### src/rtl/grid_paint_ctrl_pkg.sv
// Shared definitions for the grid paint editor: keypad codes, FSM encoding
// and the colour-key decode helper.
package grid_paint_ctrl_pkg;

  localparam logic [3:0] KEY_LEFT  = 4'hA;
  localparam logic [3:0] KEY_RIGHT = 4'hB;
  localparam logic [3:0] KEY_UP    = 4'hC;
  localparam logic [3:0] KEY_DOWN  = 4'hD;
  localparam logic [3:0] KEY_PAINT = 4'hE;
  localparam logic [3:0] KEY_CLEAR = 4'hF;

  localparam logic [3:0] KEY_MAX_COLOR = 4'h9;

  typedef enum logic [1:0] {
    IDLE  = 2'd0,
    PAINT = 2'd1,
    CLEAR = 2'd2,
    SW_WR = 2'd3
  } state_e;

  // A digit key selects a colour only if it fits in the colour register.
  function automatic logic is_color_code(input logic [3:0] code, input int data_w);
    return (code <= KEY_MAX_COLOR) && (int'(code) < (1 << data_w));
  endfunction

endpackage

### src/rtl/grid_paint_ctrl_sync_debounce.sv
// Two-flop synchroniser followed by a stability filter: the output takes a
// new value only after it has been sampled DEB_CYCLES times in a row.
module sync_debounce #(
  parameter int W          = 1,
  parameter int DEB_CYCLES = 4
) (
  input  logic         clk,
  input  logic         rst,
  input  logic [W-1:0] din,
  output logic [W-1:0] dout
);

  localparam int CNT_W = (DEB_CYCLES > 1) ? $clog2(DEB_CYCLES) : 1;
  localparam logic [CNT_W-1:0] CNT_LAST = CNT_W'(DEB_CYCLES - 1);

  logic [W-1:0]     meta;
  logic [W-1:0]     sync;
  logic [W-1:0]     cand;
  logic [CNT_W-1:0] cnt;

  // cnt holds how many consecutive samples have matched cand (and differ from dout).
  always_ff @(posedge clk or posedge rst) begin
    if (rst) begin
      meta <= '0;
      sync <= '0;
      cand <= '0;
      cnt  <= '0;
      dout <= '0;
    end else begin
      meta <= din;
      sync <= meta;
      if (sync == dout) begin
        cnt <= '0;
      end else if (sync != cand) begin
        cand <= sync;
        if (CNT_LAST == '0) begin
          dout <= sync;
          cnt  <= '0;
        end else begin
          cnt <= CNT_W'(1);
        end
      end else if (cnt == CNT_LAST) begin
        dout <= sync;
        cnt  <= '0;
      end else begin
        cnt <= cnt + CNT_W'(1);
      end
    end
  end

endmodule

### src/rtl/grid_paint_ctrl.sv
// Cursor-driven colour-bank editor; sole write master of the colour bank.
// Define GRID_PAINT_CLEAR_EN to build the 0xF clear-all sweep.
module grid_paint_ctrl
  import grid_paint_ctrl_pkg::*;
#(
  parameter int ADDR_W     = 4,
  parameter int DATA_W     = 3,
  parameter int CELLS      = 16,
  parameter int GRID_COLS  = 4,
  parameter int DEB_CYCLES = 500000,
  parameter int DEF_COLOR  = 7
) (
  input  logic              clk,
  input  logic              rst,
  input  logic              key_valid,
  input  logic [3:0]        key_code,
  input  logic              mode,
  input  logic [ADDR_W-1:0] sw_addr,
  input  logic              sw_commit,
  output logic              wr_en,
  output logic [ADDR_W-1:0] wr_addr,
  output logic [DATA_W-1:0] wr_data,
  output logic [ADDR_W-1:0] cursor,
  output logic [DATA_W-1:0] color,
  output logic              busy
);

  localparam logic [ADDR_W-1:0] LAST_CELL = ADDR_W'(CELLS - 1);
  localparam logic [ADDR_W-1:0] ROW_STEP  = ADDR_W'(GRID_COLS);
  localparam logic [ADDR_W-1:0] WRAP_STEP = ADDR_W'(CELLS - GRID_COLS);

  // key_valid is a one-cycle strobe with no back-pressure: it and the
  // debounced commit edge are acted on only in IDLE and dropped otherwise.

  state_e            state, state_n;
  logic [ADDR_W-1:0] cursor_n;
  logic [DATA_W-1:0] color_n;
  logic              wr_en_n;
  logic [ADDR_W-1:0] wr_addr_n;
  logic [DATA_W-1:0] wr_data_n;

  logic [ADDR_W:0]   deb_out;
  logic [ADDR_W-1:0] deb_addr;
  logic              deb_commit;
  logic              commit_prev;
  logic              commit_rise;

  logic [ADDR_W-1:0] cur_left, cur_right, cur_up, cur_down;

  sync_debounce #(
    .W          (ADDR_W + 1),
    .DEB_CYCLES (DEB_CYCLES)
  ) u_sync_debounce (
    .clk  (clk),
    .rst  (rst),
    .din  ({sw_addr, sw_commit}),
    .dout (deb_out)
  );

  assign deb_addr   = deb_out[ADDR_W:1];
  assign deb_commit = deb_out[0];

  // Cursor moves wrap around the grid in both axes.
  assign cur_right = (cursor == LAST_CELL) ? '0 : cursor + ADDR_W'(1);
  assign cur_left  = (cursor == '0) ? LAST_CELL : cursor - ADDR_W'(1);
  assign cur_up    = (int'(cursor) < GRID_COLS) ? cursor + WRAP_STEP : cursor - ROW_STEP;
  assign cur_down  = (int'(cursor) >= CELLS - GRID_COLS) ? cursor - WRAP_STEP
                                                        : cursor + ROW_STEP;

`ifdef GRID_PAINT_CLEAR_EN
  logic busy_n;
`endif

  always_comb begin
    state_n   = state;
    cursor_n  = cursor;
    color_n   = color;
    wr_en_n   = 1'b0;
    wr_addr_n = wr_addr;
    wr_data_n = wr_data;
`ifdef GRID_PAINT_CLEAR_EN
    busy_n    = 1'b0;
`endif
    case (state)
      IDLE: begin
        if (key_valid) begin
          if (is_color_code(key_code, DATA_W)) begin
            color_n = DATA_W'(key_code);
          end
`ifdef GRID_PAINT_CLEAR_EN
          if (key_code == KEY_CLEAR) begin
            state_n   = CLEAR;
            wr_en_n   = 1'b1;
            wr_addr_n = '0;
            wr_data_n = '0;
            busy_n    = 1'b1;
          end else
`endif
          if (!mode) begin
            case (key_code)
              KEY_LEFT:  cursor_n = cur_left;
              KEY_RIGHT: cursor_n = cur_right;
              KEY_UP:    cursor_n = cur_up;
              KEY_DOWN:  cursor_n = cur_down;
              KEY_PAINT: begin
                state_n   = PAINT;
                wr_en_n   = 1'b1;
                wr_addr_n = cursor;
                wr_data_n = color;
              end
              default: ;
            endcase
          end
        end
        // Uses the pre-update colour when a colour key lands in the same cycle.
        if (mode && commit_rise && (state_n == IDLE)) begin
          state_n   = SW_WR;
          wr_en_n   = 1'b1;
          wr_addr_n = deb_addr;
          wr_data_n = color;
        end
      end
      PAINT, SW_WR: state_n = IDLE;
`ifdef GRID_PAINT_CLEAR_EN
      CLEAR: begin
        if (wr_addr == LAST_CELL) begin
          state_n = IDLE;
        end else begin
          wr_en_n   = 1'b1;
          wr_addr_n = wr_addr + ADDR_W'(1);
          wr_data_n = '0;
          busy_n    = 1'b1;
        end
      end
`endif
      default: state_n = IDLE;
    endcase
  end

  always_ff @(posedge clk or posedge rst) begin
    if (rst) begin
      state       <= IDLE;
      cursor      <= '0;
      color       <= DATA_W'(DEF_COLOR);
      wr_en       <= 1'b0;
      wr_addr     <= '0;
      wr_data     <= '0;
      commit_prev <= 1'b0;
      commit_rise <= 1'b0;
    end else begin
      state       <= state_n;
      cursor      <= cursor_n;
      color       <= color_n;
      wr_en       <= wr_en_n;
      wr_addr     <= wr_addr_n;
      wr_data     <= wr_data_n;
      commit_prev <= deb_commit;
      commit_rise <= deb_commit & ~commit_prev;
    end
  end

`ifdef GRID_PAINT_CLEAR_EN
  always_ff @(posedge clk or posedge rst) begin
    if (rst) busy <= 1'b0;
    else     busy <= busy_n;
  end
`else
  assign busy = 1'b0;
`endif

endmodule

### config.mk
export PLATFORM = sky130hd
export DESIGN_NAME = grid_paint_ctrl
export DESIGN_NICKNAME = d
export VERILOG_FILES = /design/src/rtl/grid_paint_ctrl_pkg.sv /design/src/rtl/grid_paint_ctrl_sync_debounce.sv /design/src/rtl/grid_paint_ctrl.sv
export SDC_FILE = /design/constraint.sdc
export NUM_CORES = 1
export LEC_CHECK = 0
export ABC_AREA = 1
export CORE_MARGIN = 5
export CORE_UTILIZATION = 45
export DETAILED_ROUTE_END_ITERATION = 16
export HOLD_SLACK_MARGIN = 0.1
export RECOVER_POWER = 50
export SLEW_MARGIN = 30
export SYNTH_ARGS = -nofsm -noshare
export SYNTH_HDL_FRONTEND = slang
export SYNTH_HIERARCHICAL = 1
export SYNTH_SLANG_ARGS = --single-unit
### constraint.sdc
create_clock -name clk -period 2.5 [get_ports clk]
set_input_delay 0.25 -clock clk [delete_from_list [all_inputs] [get_ports clk]]
set_output_delay 0.25 -clock clk [all_outputs]
set_load 0.005 [all_outputs]
; ---- After elaboration in Yosys (flattened, before gate mapping)
; Index checks and enable logic that the tools add are counted.
[word_totals]
ramBits = 0
in_bits = 13
word_cells = 80
n_memories = 0
register_bits = 58
output_inout_bits = 16
romBits = 0
latchBits = 0
[op_classes]
shifts = 0
n_eq_ne = 10
mux = 27
n_addsub = 7
n_mul = 0
magnitude_cmp = 4
bitwise_logic = 5
reduce_logical = 14
div_mod_pow = 0
[op_table]
columns = op, n
row1 = two-way mux 19 bit, 3
row2 = two-way mux 4 bit, 8
row3 = == test 4 bit (second input constant), 6
row4 = adder 19 x 1 -> 19 bit (second input constant), 1
row5 = == test 19 bit (second input constant), 1
row6 = one-hot mux 4 bit (4 select lines), 1
row7 = two-way mux 2 bit, 6
row8 = two-way mux 3 bit, 4
row9 = AND reduction 4 bit, 2
row10 = AND reduction 3 bit, 2
row11 = == test 5 bit, 1
row12 = two-way mux 1 bit, 5
row13 = != test 5 bit, 1
row14 = adder 4 x 1 -> 4 bit (second input constant), 1
row15 = adder 4 x 3 -> 4 bit (second input constant), 1
row16 = adder 4 bit (second input constant), 1
row17 = >= comparator 4 bit (second input constant), 1
row18 = <= comparator 4 bit (second input constant), 1
row19 = zero test 2 bit, 2
row20 = zero test 4 bit, 1
row21 = less-than comparator 4 x 3 -> 1 bit (second input constant), 1
row22 = less-than comparator 4 bit (second input constant), 1
row23 = NOT 1 bit, 4
row24 = nonzero test 2 bit, 2
row25 = other kinds (8), 10

; ---- Logic depth before layout (Yosys ltp)
[depth]
word_depth = 9
mapped_depth = 11
depth_no_buf = 10

; ---- Cells and area by module
; The synthesis kept the hierarchy.
[by_module_without_submodules]
columns = module, instances, cells_each, seq_area_each_um2, area_per_inst_um2
row1 = sync_debounce, 1, 258, 975.9, 2065.7
row2 = grid_paint_ctrl, 1, 137, 479.2, 1094.8

; ---- Worst setup path before layout
; Ideal clock, no wire load.
[synth_timing]
path_kind = reg-to-reg
startpoint = reg u_sync_debounce.cnt[0]
endpoint = reg u_sync_debounce.cnt[13]
slack_ps = 1031
setup_ps = 123
t_arrival_ps = 1346
n_path_buf = 1
t_required_ps = 2377
period_less_slack_ps = 1469
path_stages_with_launch = 10
path_cell_list = dfrtp_1 > ha_1 > nand2_1 > inv_1 > nand2_1 > nor2_1 > nand2_1 > nand3_4 > buf_12 > nor2_4
[synth_between]
elab_chain_cells = 4
word_cells_on_any_way = 5
classes_between = add/sub (1) / eq/ne (1) / mux (3)
[synth_lines]
columns = item, line
row1 = start: declaration, grid_paint_ctrl_sync_debounce.sv:19  ; logic [CNT_W-1:0] cnt;
row2 = start signal: assignment, grid_paint_ctrl_sync_debounce.sv:46  ; cnt <= cnt + CNT_W'(1);
row3 = adder 19 x 1 -> 19 bit / == test 19 bit (equally long branches), "grid_paint_ctrl_sync_debounce.sv:46, grid_paint_ctrl_sync_debounce.sv:42"
row4 = two-way mux 19 bit *, grid_paint_ctrl_sync_debounce.sv:42  ; end else if (cnt == CNT_LAST) begin
row5 = two-way mux 19 bit *, grid_paint_ctrl_sync_debounce.sv:34  ; end else if (sync != cand) begin
row6 = two-way mux 19 bit *, grid_paint_ctrl_sync_debounce.sv:32  ; if (sync == dout) begin
; Mark *: on every way between the ends. The rest lies on a longest branch, timed or not.
; A chain may end at the register's enable or synchronous reset.

; ---- Worst setup path after layout
[layout_timing]
startpoint = reg u_sync_debounce.cnt[0]
endpoint = reg u_sync_debounce.cnt[2]
; The elaborated chain is that of the path after synthesis.

==> metrics.yaml <==
antenna_found_initial: 0
power.density_mw_per_mm2: 665
path_clk_slew_ps: 60
clock.fmax_mhz: 562
grt_pass1_vias: 2418
area_growth_pct: 17.1
worst_slew_pin_slew_ps: 958
fin_total_pwr_w: 0.00246
irDropWorstVdd_mv: 0.364
period_minus_slack_ps: 1780
grt_pass1_wl_mm: 11.0
vias: 2485
seq_area_frac_synth_pct: 46.0
cts_buffers: 9
synthArstFlopShare_pct: 100
cp.arrival_ps: 2000
timing.final.crit_share_pct: 71.1
synth_common_cells: "127 x nand2_1, 55 x dfrtp_1, 42 x nor2_1"
hold_class: "register to register"
place_hpwl_mm: 4.65
critPathRequiredTime_ps: 2730
p_leak_nw: 1.70
io_pins: 29
cts.path.max_buffers: 2
syn_area_per_cell_um2: 8.00
initial_utilization_pct: 46.3
cts_setup_buffers: 0
drt_iter0_drc: 80
cts_hold_buf: 0
dieArea_mm2: 0.00880
drtAntennaViolNets: 0
yosys_warnings: 6
synth_area_mm2: 0.00316
holdWs_ps: 349
setup_tns_ps: 0
totalWireLength_mm: 6.24
htree_levels: 3
grt_max_degree: 40
maxSlewHeadroom_pct: 36.1
port_buffers: 27
critPathKind: "register to register"
num_antenna_cells: 0
gp_congestion: 0.896
grt_usage_pct: 15.8
cts_tree: "done"
crit_path_end_kind: "register"
synth_area_leaders: "dfrtp_1 44%, nand2_1 15%, nor2_1 5.0%"
cts_resized: 0
outcome: "finished clean"
synth_edf_count: 0
die_h_um: 93.8
ys_ff_latch: 58
yosysMostFrequentCell: "nand2_1"
start_kind: "register"
wire_per_inst_um: 11.8
cts.sinks: 58
coreArea_mm2: 0.00683
gr-total-overflow: 0
clock_latency_ps: 330
drive_gt1_share_pct: 12.2
hold_violations: 0
synth_cells: 395
synth_area_leader_cell: "dfrtp_1"
n_fill_cell: 698
critPathMaxFanout: 16
nets: 449
die_w_um: 93.8
synth_nets: 414
row_count: 30
clock_skew_ps: 8.10
timing.max_cap.violations: 0
vias_per_cell: 4.69
slew_violations: 0
rsz0062_at_grt: "no"
route.detailed.drc: 0
postLayoutSetupSlackWorst_ps: 722
cts_root_buf: "clkbuf_8"
synth_cell_types: 33
setup_viol: 0
drt_first_pass_iters: 4
synth_flop_cell: "dfrtp_1"
yosys.area.top_type_share_pct: 43.5
post-place-ws_ps: 742
-- flip-flops by register name (all words and copies together) (netlist names) --
register              flops
color                     3
commit_prev               1
commit_rise               1
cursor                    4
state                     2
u_sync_debounce/cand      5
u_sync_debounce/cnt      19
u_sync_debounce/dout      5
u_sync_debounce/meta      5
u_sync_debounce/sync      5
wr_addr                   4
wr_data                   3
wr_en                     1
-- worst paths after layout --
path	startpoint	to	slack, ps	cells after the start
setup / recovery	u_sync_debounce/cnt[0]$_DFF_PP0_	u_sync_debounce/cnt[2]$_DFF_PP0_	720	8
hold / removal	u_sync_debounce/meta[0]$_DFF_PP0_	u_sync_debounce/sync[0]$_DFF_PP0_	350	0
setup reg to reg	u_sync_debounce/cnt[0]$_DFF_PP0_	u_sync_debounce/cnt[2]$_DFF_PP0_	720	8
hold reg to reg	u_sync_debounce/meta[0]$_DFF_PP0_	u_sync_debounce/sync[0]$_DFF_PP0_	350	0
max in group asynchronous	rst	u_sync_debounce/cnt[2]$_DFF_PP0_	1200	3
min in group asynchronous	rst	wr_en$_DFF_PP0_	510	2
-- stage by stage --
step           utilization, %  cell area, um^2  std cells
3_5_place_dp             51.4             3510        515
6_report                 54.2             3700        530
2_1_floorplan               -             3160        395
4_1_cts                  54.2             3700        530
3_3_place_gp             51.4             3510        515
5_1_grt                  54.2             3700        530
-- worst max-delay path, cell delays in order, from the launching register on --
cell,delay [ps]
dfrtp_1,420
ha_1,290
nand2_1,90
inv_1,60
nand2_1,80
nor2_1,50
nand2_1,140
nand3_4,290
nor3_1,250
-- report_power, final --
part / total (W) / internal [W] / switching [W]
Sequential: 0.00111 / 0.00102 / 0.0000919
Combinational: 0.000532 / 0.000263 / 0.000269
Clock: 0.000815 / 0.000459 / 0.000355
Total: 0.00246 / 0.00175 / 0.000716
-- kinds of logic (layout without fill, tap and decap cells) --
family,after synthesis,count (layout),synth area share [%]
simple gates,243,243,36.9
flops,58,58,46.0
buf+inv,51,90,6.97
compound gates,21,21,3.40
xor+xnor,15,15,4.16
fa+ha+maj,6,6,2.38
other cells,1,1,0.119
-- final cells by class --
cell class | count | area [um^2] | area share [%]
Clock buffer | 13 | 179 | 4.83
Clock inverter | 2 | 10.0 | 0.270
Inverter | 47 | 176 | 4.77
Multi-Input combinational cell | 286 | 1490 | 40.1
Sequential cell | 58 | 1460 | 39.3
Tap cell | 96 | 120 | 3.25
Timing Repair Buffer | 28 | 275 | 7.44
-- cells in the final DEF, fill, tap and decap left out, drive strengths merged, types with 6 or more instances in the layout --
| cell | count |
|---|---|
| clkbuf | 14 |
| clkdlybuf4s50 | 21 |
| dfrtp | 55 |
| dlygate4sd3 | 6 |
| ha | 6 |
| inv | 47 |
| nand2 | 133 |
| nand3 | 32 |
| nor2 | 57 |
| nor3 | 10 |
| o21ai | 18 |
| xor2 | 11 |
-- routing by layer --
metal	part of all wire [%]	global-route usage, %
met4	1.0	7.22
met5	0	0
met2	44	24.2
met1	51	21.6
met3	3.9	2.88
No activity file was read; power rests on OpenSTA's default activity.
==> RTL change 1, RTL diff (same settings) <==
The parameter `DEB_CYCLES` goes from 500000 to 1000000.
--- a/src/rtl/grid_paint_ctrl.sv
+++ b/src/rtl/grid_paint_ctrl.sv
@@ -9,3 +9,3 @@
   parameter int GRID_COLS  = 4,
-  parameter int DEB_CYCLES = 500000,
+  parameter int DEB_CYCLES = 1000000,
   parameter int DEF_COLOR  = 7
Function: no difference found for any inputs over 10 cycles, from zero or initial values and one cycle with rst high; that may be too few to reach the edited logic, so the function may still have changed.
==> RTL change 1 against the original RTL <==
Register-to-register slack better by 0.18 ns; sequential cell count up 1; worst hold slack worse by 0.0016 ns; fmax up 5.3%; global-route usage down 0.17 points; design area up 0.30%; routed wire length down 2.7%; power down 3.0%; area after synthesis up 1.1%; worst setup slack better by 0.089 ns; final cell count up 1.5%; utilization down 0.13 points; clock skew up 0.00073 ns; largest cell class unchanged.
==> RTL change 1: results (changes against the original RTL) <==
Outcome
  • Status: finished, final reports clean

Critical path
  • Largest fanout on the critical path: 9 (-7)
  • Arrival time at the worst endpoint: 1.44 ns (-0.56 ns)
  • Category of cells accounting for the largest share of critical-path delay: buffers and inverters
  • Slowest CP cell: sky130_fd_sc_hd__clkdlybuf4s50_1
  • Delay of the slowest cell on the worst path: 0.57 ns (+0.15 ns)
  • End point of the critical path: cursor[2]

Layout
  • Area growth from synthesis to final layout: 16.17%
  • Sequential portion of the cell area: 39.87% (+0.55 points)
  • Final cell area excluding filler cells: 0.003712 mm2 (+0.30%)
  • Number of nets in the layout: 456 (+1.6%)
  • Count of non-CTS inverters in the layout: 51 (+8.5%)
  • Clock buffer cells: 11 (-2)
  • Clock-cell share: 4.348% (-0.76 points)
  • #MultiIn Comb: 288 (+0.70%)
  • Largest register FFs: 20 (+1)

Drt
  • Wire length on met2: 2619 um (-5.4%)
  • Total via count in the routed design: 2,509 (+0.97%)
  • Violation count after the first detailed-route iteration: 104 (+30%)
  • Total length of routed met3 wires: 278 um (+15%)

Global routing
  • Largest net degree at the start of global routing: 41 (+2.5%)
  • M2 GR Usage: 22.70% (-1.6 points)
  • Total global routing track utilization: 15.61% (-0.17 points)
  • Met1 GRT Util: 22.11% (+0.54 points)
  • Global-route track usage on met3: 3.526% (+0.64 points)
  • Global-route wire length before repair: 10,810 um (-2.1%)

STA
  • Upper clock frequency limit: 592.1 MHz (+5.3%)
  • Worst Skew: 0.008831 ns (+0.0007345 ns)
  • Relative slew margins: 35.36% (-0.76 points)

Pwr
  • Pleak: 1.730 nW (+1.6%)

Place
  • Setup WS pre-CTS: 0.8675 ns (+0.1255 ns)

Synthesis
  • Synth top area cells: sky130_fd_sc_hd__dfrtp_1, sky130_fd_sc_hd__nand2_1, sky130_fd_sc_hd__inv_1, sky130_fd_sc_hd__nor2_1, sky130_fd_sc_hd__nand3_1
  • Post-Syn Nets: 421 (+1.7%)
[RTL change 1: changes by cell type after synthesis, sizes merged, moves of 2 or more]
cell    delta
nor2       +5
nand4      -2
inv        +4
nor3b      -2
nand3b     -2
nand3      +5
[RTL change 1: cell families (layout without fill, tap and decap cells)]
logic type / Yosys count / after routing / share of synthesized area, %
fa+ha+maj: 6 / 6 / 2.349
buf+inv: 55 / 95 / 7.243
compound gates: 20 / 20 / 3.211
flops: 59 / 59 / 46.32
simple gates: 245 / 245 / 36.37
xor+xnor: 16 / 16 / 4.385
other cells: 1 / 1 / 0.1174
[RTL change 1: metrics by stage]
step / power (mW) / hold slack, ns
3_3_place_gp: 1.681 / 0.3338
3_5_place_dp: 1.690 / 0.3347
6_report: 2.388 / 0.3479
2_1_floorplan: 1.458 / 0.1989
5_1_grt: 2.574 / 0.3625
4_1_cts: 2.423 / 0.3401
[RTL change 1: report_power, final]
part           switching [mW]  internal (mW)
sequential             0.0921           1.04
clock                   0.373          0.354
combinational           0.269          0.261
total                   0.735           1.65
==> RTL change 2, RTL diff (same settings) <==
Without the edit above. Register the output `wr_data` once more, with the module's reset; this adds one clock of latency there. The other outputs are not delayed to match.
--- a/src/rtl/grid_paint_ctrl.sv
+++ b/src/rtl/grid_paint_ctrl.sv
@@ -30,2 +30,4 @@
   localparam logic [ADDR_W-1:0] WRAP_STEP = ADDR_W'(CELLS - GRID_COLS);
+
+  logic [DATA_W-1:0] wr_data_s0;
 
@@ -79,3 +81,3 @@
     wr_addr_n = wr_addr;
-    wr_data_n = wr_data;
+    wr_data_n = wr_data_s0;
 `ifdef GRID_PAINT_CLEAR_EN
@@ -146,3 +148,3 @@
       wr_addr     <= '0;
-      wr_data     <= '0;
+      wr_data_s0  <= '0;
       commit_prev <= 1'b0;
@@ -155,3 +157,3 @@
       wr_addr     <= wr_addr_n;
-      wr_data     <= wr_data_n;
+      wr_data_s0  <= wr_data_n;
       commit_prev <= deb_commit;
@@ -170,2 +172,10 @@
 
+  always_ff @(posedge clk or posedge rst) begin
+    if (rst) begin
+      wr_data <= '0;
+    end else begin
+      wr_data <= wr_data_s0;
+    end
+  end
+
 endmodule
Check against the original RTL: not equivalent (a bounded check fails within 4 cycles, from zero or initial values and one cycle with rst high).
==> RTL change 2 against the original RTL <==
Area after synthesis rose by 2.1%; sequential share of layout area rose by 0.82 points; first-iteration DRC count rose by 16%; sequential power rose by 5%; worst setup slack improved by 0.059 ns; design area rose by 3.0%; sequential cell count rose by 3; routed wire length fell by 0.42%; synthesized cell count rose by 0.76%; combinational power fell by 4.1%; power rose by 12%; global-route usage fell by 0.45 points; critical endpoint is now u_sync_debounce/cnt[6]; largest cell class is now flip-flops and latches; largest power group unchanged.
==> RTL change 2: results (changes against the original RTL) <==
Global routing
  • Total global routing track utilization: 15.33% (-0.45 points)
  • Number of global-route vias before repair: 2,372 (-1.9%)
  • Global-route wire length before repair: 10,740 um (-2.8%)

Synthesis
  • Share of synthesized area occupied by flip-flops and latches: 47.42% (+1.4 points)
  • Post-Synth Adder-Cell Area: 2.326% (-0.049 points)
  • Xor/xnor cell area share of the yosys netlist: 4.071% (-0.085 points)
  • Synth top area cells: sky130_fd_sc_hd__dfrtp_1, sky130_fd_sc_hd__nand2_1, sky130_fd_sc_hd__nand3_1, sky130_fd_sc_hd__nor2_1, sky130_fd_sc_hd__inv_1
  • Compound-Gate Fraction of Synth Area: 3.024% (-0.38 points)
  • Leading post-synthesis cells by instance count: sky130_fd_sc_hd__nand2_1, sky130_fd_sc_hd__dfrtp_1, sky130_fd_sc_hd__nor2_1, sky130_fd_sc_hd__inv_1, sky130_fd_sc_hd__nand3_1
  • Post-Syn Nets: 417 (+0.72%)
  • Library cells used by synthesis: 32 (-3.0%)

Place
  • Port Buf Inserts: 27 (unchanged)
  • Global placer's final weighted congestion: 0.8394 (-6.3%)
  • Post-detailed-placement cell area: 0.003581 mm2 (+1.9%)
  • Setup WS pre-CTS: 0.7903 ns (+0.04828 ns)
  • Sum of net half-perimeters after detailed placement: 4660 um (+0.14%)

Drt
  • Routed WL per cell: 11.63 um (-1.2%)
  • Violation count after the first detailed-route iteration: 93 (+16%)
  • Vias per std cell: 4.717 (+0.61%)
  • Detailed-routing iteration count for the pre-antenna-repair pass: 5 (+1)

Critical path
  • Slowest CP cell: sky130_fd_sc_hd__dfrtp_1
  • Arrival time at the worst endpoint: 1.97 ns (-0.03 ns)
  • Delay of the slowest cell on the worst path: 0.42 ns (about the same)

STA
  • Worst Skew: 0.01091 ns (+0.002811 ns)
  • Slew at the pin closest to its max-slew limit: 0.9398 ns (-0.01850 ns)
  • Worst Slack Setup Final: 0.7807 ns (+0.05873 ns)

Pwr
  • Worst vdd ir: 0.0003572 V (-2.0%)
  • Pleak: 1.752 nW (+2.9%)

CTS
  • H-tree Lvls: 3 (unchanged)
  • Clock tree root driver cell: sky130_fd_sc_hd__clkbuf_8
  • Post-CTS Setup Inserts: 0 (unchanged)
  • Post-CTS resize count: 0 (unchanged)
  • Maximum clock path buffer count: 2 (unchanged)

Layout
  • Number of filler instances in the final layout: 650 (-6.9%)
  • Largest register FFs: 19 (unchanged)
  • Largest reg by FF count: u_sync_debounce/cnt
  • Area growth from synthesis to final layout: 18.15%
  • Fraction of layout instances using a drive strength above 1: 12.10% (-0.11 points)
  • Number of nets in the layout: 452 (+0.67%)

Outcome
  • Status: finished, final reports clean
-- RTL change 2: cell types whose count changed in the layout (fill, tap and decap cells not counted), moves of 3 or more --
cell	change
sky130_fd_sc_hd__bufinv_16	+3
sky130_fd_sc_hd__clkbuf_8	-4
sky130_fd_sc_hd__dfrtp_1	+3
sky130_fd_sc_hd__nand3_1	+5
sky130_fd_sc_hd__o21ai_0	-5
-- RTL change 2: per-layer routing --
layer / share of wire (%) / vias up / global-route usage, %
met5: 0 / - / 0
met4: 0.58 / 0 / 4.327
li1: - / 1320 / -
met3: 4.6 / 5 / 4.382
met2: 46 / 48 / 24.72
met1: 49 / 1146 / 20.12
-- RTL change 2: report_power, final --
part | internal, mW | switching [mW]
Sequential | 1.07 | 0.0872
Combinational | 0.253 | 0.257
Clock | 0.667 | 0.412
-- RTL change 2: cell families after synthesis --
family	count (synthesis)
simple gates	246
flops	61
compound gates	19
other cells	1
xor+xnor	15
fa+ha+maj	6
buf+inv	50
-- RTL change 2: per-stage QoR --
step,hold WS (ns),std cells
floorplan,0.2370,398
global placement,0.3321,518
detailed placement,0.3356,518
CTS,0.3379,534
global route,0.3620,534
finish,0.3481,534
-- RTL change 2: path summary, 6_finish.rpt --
path / start / to / cells past startpoint
worst max-delay path: u_sync_debounce/cnt[0] / u_sync_debounce/cnt[6] / 8
worst min-delay path: u_sync_debounce/meta[3] / u_sync_debounce/sync[3] / 0
worst max register to register: u_sync_debounce/cnt[0] / u_sync_debounce/cnt[6] / 8
worst min register to register: u_sync_debounce/meta[3] / u_sync_debounce/sync[3] / 0
max in group asynchronous: rst / u_sync_debounce/sync[2] / 3
min in group asynchronous: rst / wr_data[0] / 2
-- RTL change 2: layout make-up --
cell class                 instances  area share, %
sequential                        61          40.14
multi-input combinational        287          38.50
timing repair buffer              28          7.220
inverter                          46          4.529
clock buffer                       9          3.249
clock inverter                     7          3.216
tap                               96          3.151
